File: src/rtl/ternary_mvm_engine.sv
`default_nettype none
// ============================================================================
//  Module   : ternary_mvm_engine
//  Purpose  : OUT_LEN x IN_LEN ternary-weight matrix-vector multiply with
//             valid/ready streams for weights, inputs and results.
//             Define TMVM_SAT_EN to saturate results instead of wrapping.
//  Revision : 1.0 - initial release
// ============================================================================
module ternary_mvm_engine #(
    parameter int IN_LEN  = 14,
    parameter int OUT_LEN = 7,
    parameter int IN_W    = 8,
    parameter int OUT_W   = 8
) (
    input  logic                  clk,
    input  logic                  rst,
    input  logic                  load_start,
    input  logic                  w_valid,
    output logic                  w_ready,
    input  logic [2*IN_LEN-1:0]   w_data,
    input  logic                  x_valid,
    output logic                  x_ready,
    input  logic [IN_W-1:0]       x_data,
    output logic                  y_valid,
    input  logic                  y_ready,
    output logic [OUT_W-1:0]      y_data,
    output logic                  y_last,
    output logic                  busy
);
    localparam int ACC_W   = IN_W + $clog2(IN_LEN + 1);
    localparam int c_COL_W = $clog2(IN_LEN);
    localparam int c_ROW_W = $clog2(OUT_LEN);
    localparam logic [c_COL_W-1:0] c_COL_LAST = c_COL_W'(IN_LEN - 1);
    localparam logic [c_ROW_W-1:0] c_ROW_LAST = c_ROW_W'(OUT_LEN - 1);

    typedef enum logic [1:0] {
        S_IDLE  = 2'd0,
        S_LOAD  = 2'd1,
        S_ACCUM = 2'd2,
        S_DRAIN = 2'd3
    } state_t;

    state_t                    r_state;
    state_t                    w_state_nxt;
    logic                      r_out_en;
    logic [2*IN_LEN-1:0]       r_w [OUT_LEN];
    logic signed [ACC_W-1:0]   r_acc [OUT_LEN];
    logic signed [ACC_W-1:0]   w_acc_nxt [OUT_LEN];
    logic [c_COL_W-1:0]        r_col;
    logic [c_ROW_W-1:0]        r_row;
    logic [c_ROW_W-1:0]        w_row_inc;
    logic                      r_y_valid;
    logic [OUT_W-1:0]          r_y_data;
    logic                      r_y_last;
    logic signed [ACC_W-1:0]   w_x_ext;
    logic                      w_w_fire;
    logic                      w_x_fire;
    logic                      w_y_fire;

`ifdef TMVM_SAT_EN
    localparam logic signed [ACC_W-1:0] c_SAT_MAX = ACC_W'((64'sd1 <<< (OUT_W - 1)) - 64'sd1);
    localparam logic signed [ACC_W-1:0] c_SAT_MIN = ~c_SAT_MAX;

    function automatic logic [OUT_W-1:0] f_conv(input logic signed [ACC_W-1:0] a);
        if (a > c_SAT_MAX)
            return OUT_W'(c_SAT_MAX);
        else if (a < c_SAT_MIN)
            return OUT_W'(c_SAT_MIN);
        else
            return OUT_W'(a);
    endfunction
`else
    function automatic logic [OUT_W-1:0] f_conv(input logic signed [ACC_W-1:0] a);
        return OUT_W'(a);
    endfunction
`endif

    // r_out_en keeps x_ready low until the first edge after reset release
    assign w_ready = (r_state == S_LOAD);
    assign x_ready = r_out_en && ((r_state == S_IDLE) || (r_state == S_ACCUM));
    assign busy    = (r_state != S_IDLE);
    assign y_valid = r_y_valid;
    assign y_data  = r_y_data;
    assign y_last  = r_y_last;

    // load_start wins over a simultaneous x element in IDLE
    assign w_w_fire  = w_valid && w_ready;
    assign w_x_fire  = x_valid && x_ready && !((r_state == S_IDLE) && load_start);
    assign w_y_fire  = r_y_valid && y_ready;
    assign w_row_inc = r_row + 1'b1;
    assign w_x_ext   = {{(ACC_W - IN_W){x_data[IN_W-1]}}, x_data};

    always_comb begin
        for (int i = 0; i < OUT_LEN; i++) begin
            w_acc_nxt[i] = r_acc[i];
            case (r_w[i][{r_col, 1'b0} +: 2])
                2'b01:   w_acc_nxt[i] = r_acc[i] + w_x_ext;
                2'b11:   w_acc_nxt[i] = r_acc[i] - w_x_ext;
                default: w_acc_nxt[i] = r_acc[i];
            endcase
        end
    end

    always_ff @(posedge clk or posedge rst) begin
        if (rst)
            r_state <= S_IDLE;
        else
            r_state <= w_state_nxt;
    end

    always_comb begin
        w_state_nxt = r_state;
        case (r_state)
            S_IDLE: begin
                if (load_start)
                    w_state_nxt = S_LOAD;
                else if (w_x_fire)
                    w_state_nxt = S_ACCUM;
            end
            S_LOAD: begin
                if (w_w_fire && (r_row == c_ROW_LAST))
                    w_state_nxt = S_IDLE;
            end
            S_ACCUM: begin
                if (w_x_fire && (r_col == c_COL_LAST))
                    w_state_nxt = S_DRAIN;
            end
            S_DRAIN: begin
                if (w_y_fire && (r_row == c_ROW_LAST))
                    w_state_nxt = S_IDLE;
            end
            default: w_state_nxt = S_IDLE;
        endcase
    end

    always_ff @(posedge clk or posedge rst) begin
        if (rst) begin
            r_out_en  <= 1'b0;
            r_col     <= '0;
            r_row     <= '0;
            r_y_valid <= 1'b0;
            r_y_data  <= '0;
            r_y_last  <= 1'b0;
            for (int i = 0; i < OUT_LEN; i++) begin
                r_w[i]   <= '0;
                r_acc[i] <= '0;
            end
        end else begin
            r_out_en <= 1'b1;
            if (w_w_fire) begin
                r_w[r_row] <= w_data;
                r_row      <= (r_row == c_ROW_LAST) ? '0 : w_row_inc;
            end
            if (w_x_fire) begin
                for (int i = 0; i < OUT_LEN; i++)
                    r_acc[i] <= w_acc_nxt[i];
                if (r_col == c_COL_LAST) begin
                    // row 0 result comes straight from the final column update
                    r_col     <= '0;
                    r_row     <= '0;
                    r_y_valid <= 1'b1;
                    r_y_data  <= f_conv(w_acc_nxt[0]);
                    r_y_last  <= (c_ROW_LAST == '0);
                end else begin
                    r_col <= r_col + 1'b1;
                end
            end
            if (w_y_fire) begin
                if (r_row == c_ROW_LAST) begin
                    r_row     <= '0;
                    r_y_valid <= 1'b0;
                    r_y_last  <= 1'b0;
                    for (int i = 0; i < OUT_LEN; i++)
                        r_acc[i] <= '0;
                end else begin
                    r_row    <= w_row_inc;
                    r_y_data <= f_conv(r_acc[w_row_inc]);
                    r_y_last <= (w_row_inc == c_ROW_LAST);
                end
            end
        end
    end

endmodule
`default_nettype wire

File: config.mk
export PLATFORM = sky130hd
export DESIGN_NAME = ternary_mvm_engine
export DESIGN_NICKNAME = d
export VERILOG_FILES = /design/src/rtl/ternary_mvm_engine.sv
export SDC_FILE = /design/constraint.sdc
export NUM_CORES = 1
export LEC_CHECK = 0
export ABC_AREA = 0
export BUFFER_PORTS_ARGS = -buffer_cell sky130_fd_sc_hd__buf_2
export CAP_MARGIN = 20
export CORE_ASPECT_RATIO = 0.6
export CORE_MARGIN = 2
export CORE_UTILIZATION = 62
export DETAILED_ROUTE_END_ITERATION = 8
export PLACE_DENSITY = 0.83
export SYNTH_ARGS = -nofsm -noshare
export SYNTH_HDL_FRONTEND = slang
export SYNTH_SLANG_ARGS = --single-unit
File: constraint.sdc
create_clock -name clk -period 14.46 [get_ports clk]
set_clock_uncertainty 0.2 [all_clocks]
set_input_delay 4.338 -clock clk [delete_from_list [all_inputs] [get_ports clk]]
set_output_delay 4.338 -clock clk [all_outputs]
set_load 0.005 [all_outputs]
==> qor.txt <==
Sequential area share after synthesis = 44.1%
HP Class = reg -> reg
Syn avg cell area = 11.7 µm²
Status = complete, no violations
Critical path required time = 14.71 ns
Synth warnings = 0
Clk Latency, worst-skew pair = 0.54 ns
Crit start category = input port
Placed cells = 1646
Clock root buffer = clkbuf_16
Ys async rst share = 100%
Reg clk slew, reported paths = 0.07 ns
Fill count = 1724
Die height = 126 µm
Input/output buffers = 54
Hold violation total from the final report = 0
CTS Sinks = 272
Core ar. = 24300 µm²
RSZ-0062 raised after global routing = false
Largest net degree at the start of global routing = 179
Die area = 26200 µm²
Post-synth EDFFs = 0
Crit share post-route = 50.3%
Hpwl dp = 27500 µm
DRT iter0 DRCs = 1201
Final cell count without fillers = 1696
Resize count post-CTS = 0
Initial Util = 63.4%
Leak pwr = 7.84 nW
Layout area overhead = 8.51%
Die width = 208 µm
Synth Instances = 1319
Ratio of cells with drive above 1 in the final layout = 27.3%
Pre-CTS WS = 6.73 ns
First-pass GRT wire length = 62700 µm
Fmax = 0.137 GHz
Pins Over Slew Limit = 0
Tmin final = 7.28 ns
Library cells used by synthesis = 62
Worst Path Max Fanout = 9
Global placement routability congestion = 0.915
Initial antenna violation count = 1
Crit-path slowest cell = o41ai_1
Postcts setup bufs = 0
CTS tree = done
CP Data Arrival Time = 7.53 ns
Top_reg_cell synth = dfrtp_1
Cell area after synthesis = 15400 µm²
Placed cell areas = 15900 µm²
Area of the multi-input gates = 8140 µm²
Total global routing overflow = 0
Tot GR Track Use = 30.8%
Final ANT Viol Nets = 0
Htree depth = 1
DRT Pass-1 Iters = 5
Net Count, Synth = 1421
Setup Viol. Count Final = 0
Vias in the first global route = 10800
Ports = 55
Worst Path Class, Setup = in -> reg
Cells along the critical path = buf_2 -> inv_1 -> ha_1 -> nand2_1 -> or3_1 -> nand2_1 -> xor2_1 -> ha_1 -> o41ai_1 -> xnor3_1 -> or3_1 -> a21oi_1
Setup ws final = 7.18 ns
Max rail drop VDD = 103 µV
# DRC = 0
Post-CTS Hold Buffers = 0
Slowest stage delay, CP = 0.49 ns
Layout Nets = 1454
Site Rows = 44
DR vias/cell = 6.50
Largest buffer count on any clock path = 3
Register bit count reported by yosys = 272
Max cap viols = 0
Fin Setup TNS = 0 ns
Register area = 6810 µm²
Avg WL per Cell = 23.3 µm
Drt total wl = 39500 µm
Layout Utilization = 68.8%
Max_slew headroom = 25.4%
Worst-margin pin slew = 1.11 ns
Cell Pwr Density = 222 nW/µm²
Design area = 16800 µm²
Crit. End Element = flip-flop
Inserted Clock Buffers = 26
DR vias = 11000
-- sequential cells by signal (all words and copies together), names as in the netlist --
signal    count
r_w         196
r_out_en      1
r_acc        56
r_row         3
r_state       2
y_last        1
y_data        8
y_valid       1
r_col         4
-- layer usage --
metal	GRT usage [%]	vias up	share of wire [%]
met2	42.1	529	41
met4	6.63	0	2.0
met1	48.1	5593	45
met3	9.48	66	12
met5	0	-	0
li1	-	4828	-
-- stage by stage --
stage	hold slack [ns]	power, mW
final	0.303	3.72
after global routing	0.316	3.94
after global placement	0.279	2.92
after CTS	0.305	3.69
after detailed placement	0.290	3.01
after floorplan	0.270	2.60
-- report_power, final --
| part | internal [mW] | total, mW | leakage, nW | switching [mW] |
|---|---|---|---|---|
| sequential | 1.06 | 1.31 | 3.57 | 0.249 |
| clock | 0.362 | 0.665 | 0.390 | 0.304 |
| combinational | 0.844 | 1.74 | 3.88 | 0.901 |
-- worst paths after layout --
kind / start / to / slack [ns] / depth (start not counted)
max: x_data[1] / r_acc[19] / 7.18 / 12
min: r_w[22] / r_w[22] / 0.30 / 1
max reg2reg: r_col[0] / y_data[7] / 8.19 / 17
min reg2reg: r_w[22] / r_w[22] / 0.30 / 1
max in group asynchronous: rst / r_col[0] / 8.83 / 3
min in group asynchronous: rst / r_w[43] / 3.71 / 2
-- cells by family after synthesis --
| family | Yosys count | share of synthesized area, % |
|---|---|---|
| XOR/XNOR | 78 | 4.87 |
| AND/OR/NAND/NOR | 296 | 8.98 |
| multiplexers | 314 | 25.5 |
| AO/OA/AOI/OAI | 197 | 8.02 |
| flip-flops | 272 | 44.1 |
| other | 1 | 0.0243 |
| buffers and inverters | 101 | 3.28 |
| adder cells (fa/ha/maj) | 60 | 5.20 |
-- final cells by class --
type	count	area share (%)
antenna	2	0.0299
clock buffer	35	4.38
clock inverter	13	0.627
inverter	35	0.829
multi-input combinational	946	48.6
sequential	272	40.7
tap	322	2.41
timing repair buffer	71	2.45
-- synth_stat cells, drive strengths merged (6+ instances only) --
master / count / area [µm²]
a211oi: 15 / 113
a21o: 13 / 97.6
a21oi: 52 / 260
a31oi: 7 / 43.8
buf: 29 / 236
clkbuf: 37 / 139
dfrtp: 272 / 6810
fa: 7 / 140
ha: 53 / 663
inv: 33 / 124
mux2: 206 / 2320
mux2i: 67 / 671
mux4: 41 / 950
nand2: 53 / 199
nand2b: 12 / 75.1
nand3: 27 / 135
nor2: 129 / 484
nor2b: 27 / 169
nor3: 17 / 111
o211ai: 21 / 158
o21ai: 56 / 284
o41ai: 7 / 61.3
or3: 6 / 37.5
xnor2: 47 / 412
xor2: 26 / 228
-- worst max-delay path: cells and delay by family --
kind                     cells  cell delay [ns]
buffers and inverters        2             0.29
adder cells (fa/ha/maj)      2             0.61
XOR/XNOR                     2             0.47
AO/OA/AOI/OAI                2             0.64
AND/OR/NAND/NOR              4             1.17
-- layout by cell type, fill, tap and decap left out, types with 5 or more instances in the layout --
cell type   instances
a211oi_1           15
a21o_1             13
a21oi_1            52
a31oi_1             7
and3_1              5
buf_2              54
buf_4              16
clkbuf_16          26
clkbuf_8            5
clkinvlp_4          7
dfrtp_1           270
fa_1                7
ha_1               53
inv_1              29
mux2_2            206
mux2i_1            67
mux4_1              7
mux4_2             34
nand2_1            53
nand2b_1           12
nand3_1            27
nor2_1            128
nor2b_1            27
nor3_1             13
o211ai_1           21
o21ai_0            45
o21ai_1            10
o41ai_1             7
or3_1               6
xnor2_1            47
xnor3_1             5
xor2_1             26
No activity file was read; power rests on OpenSTA's default activity.
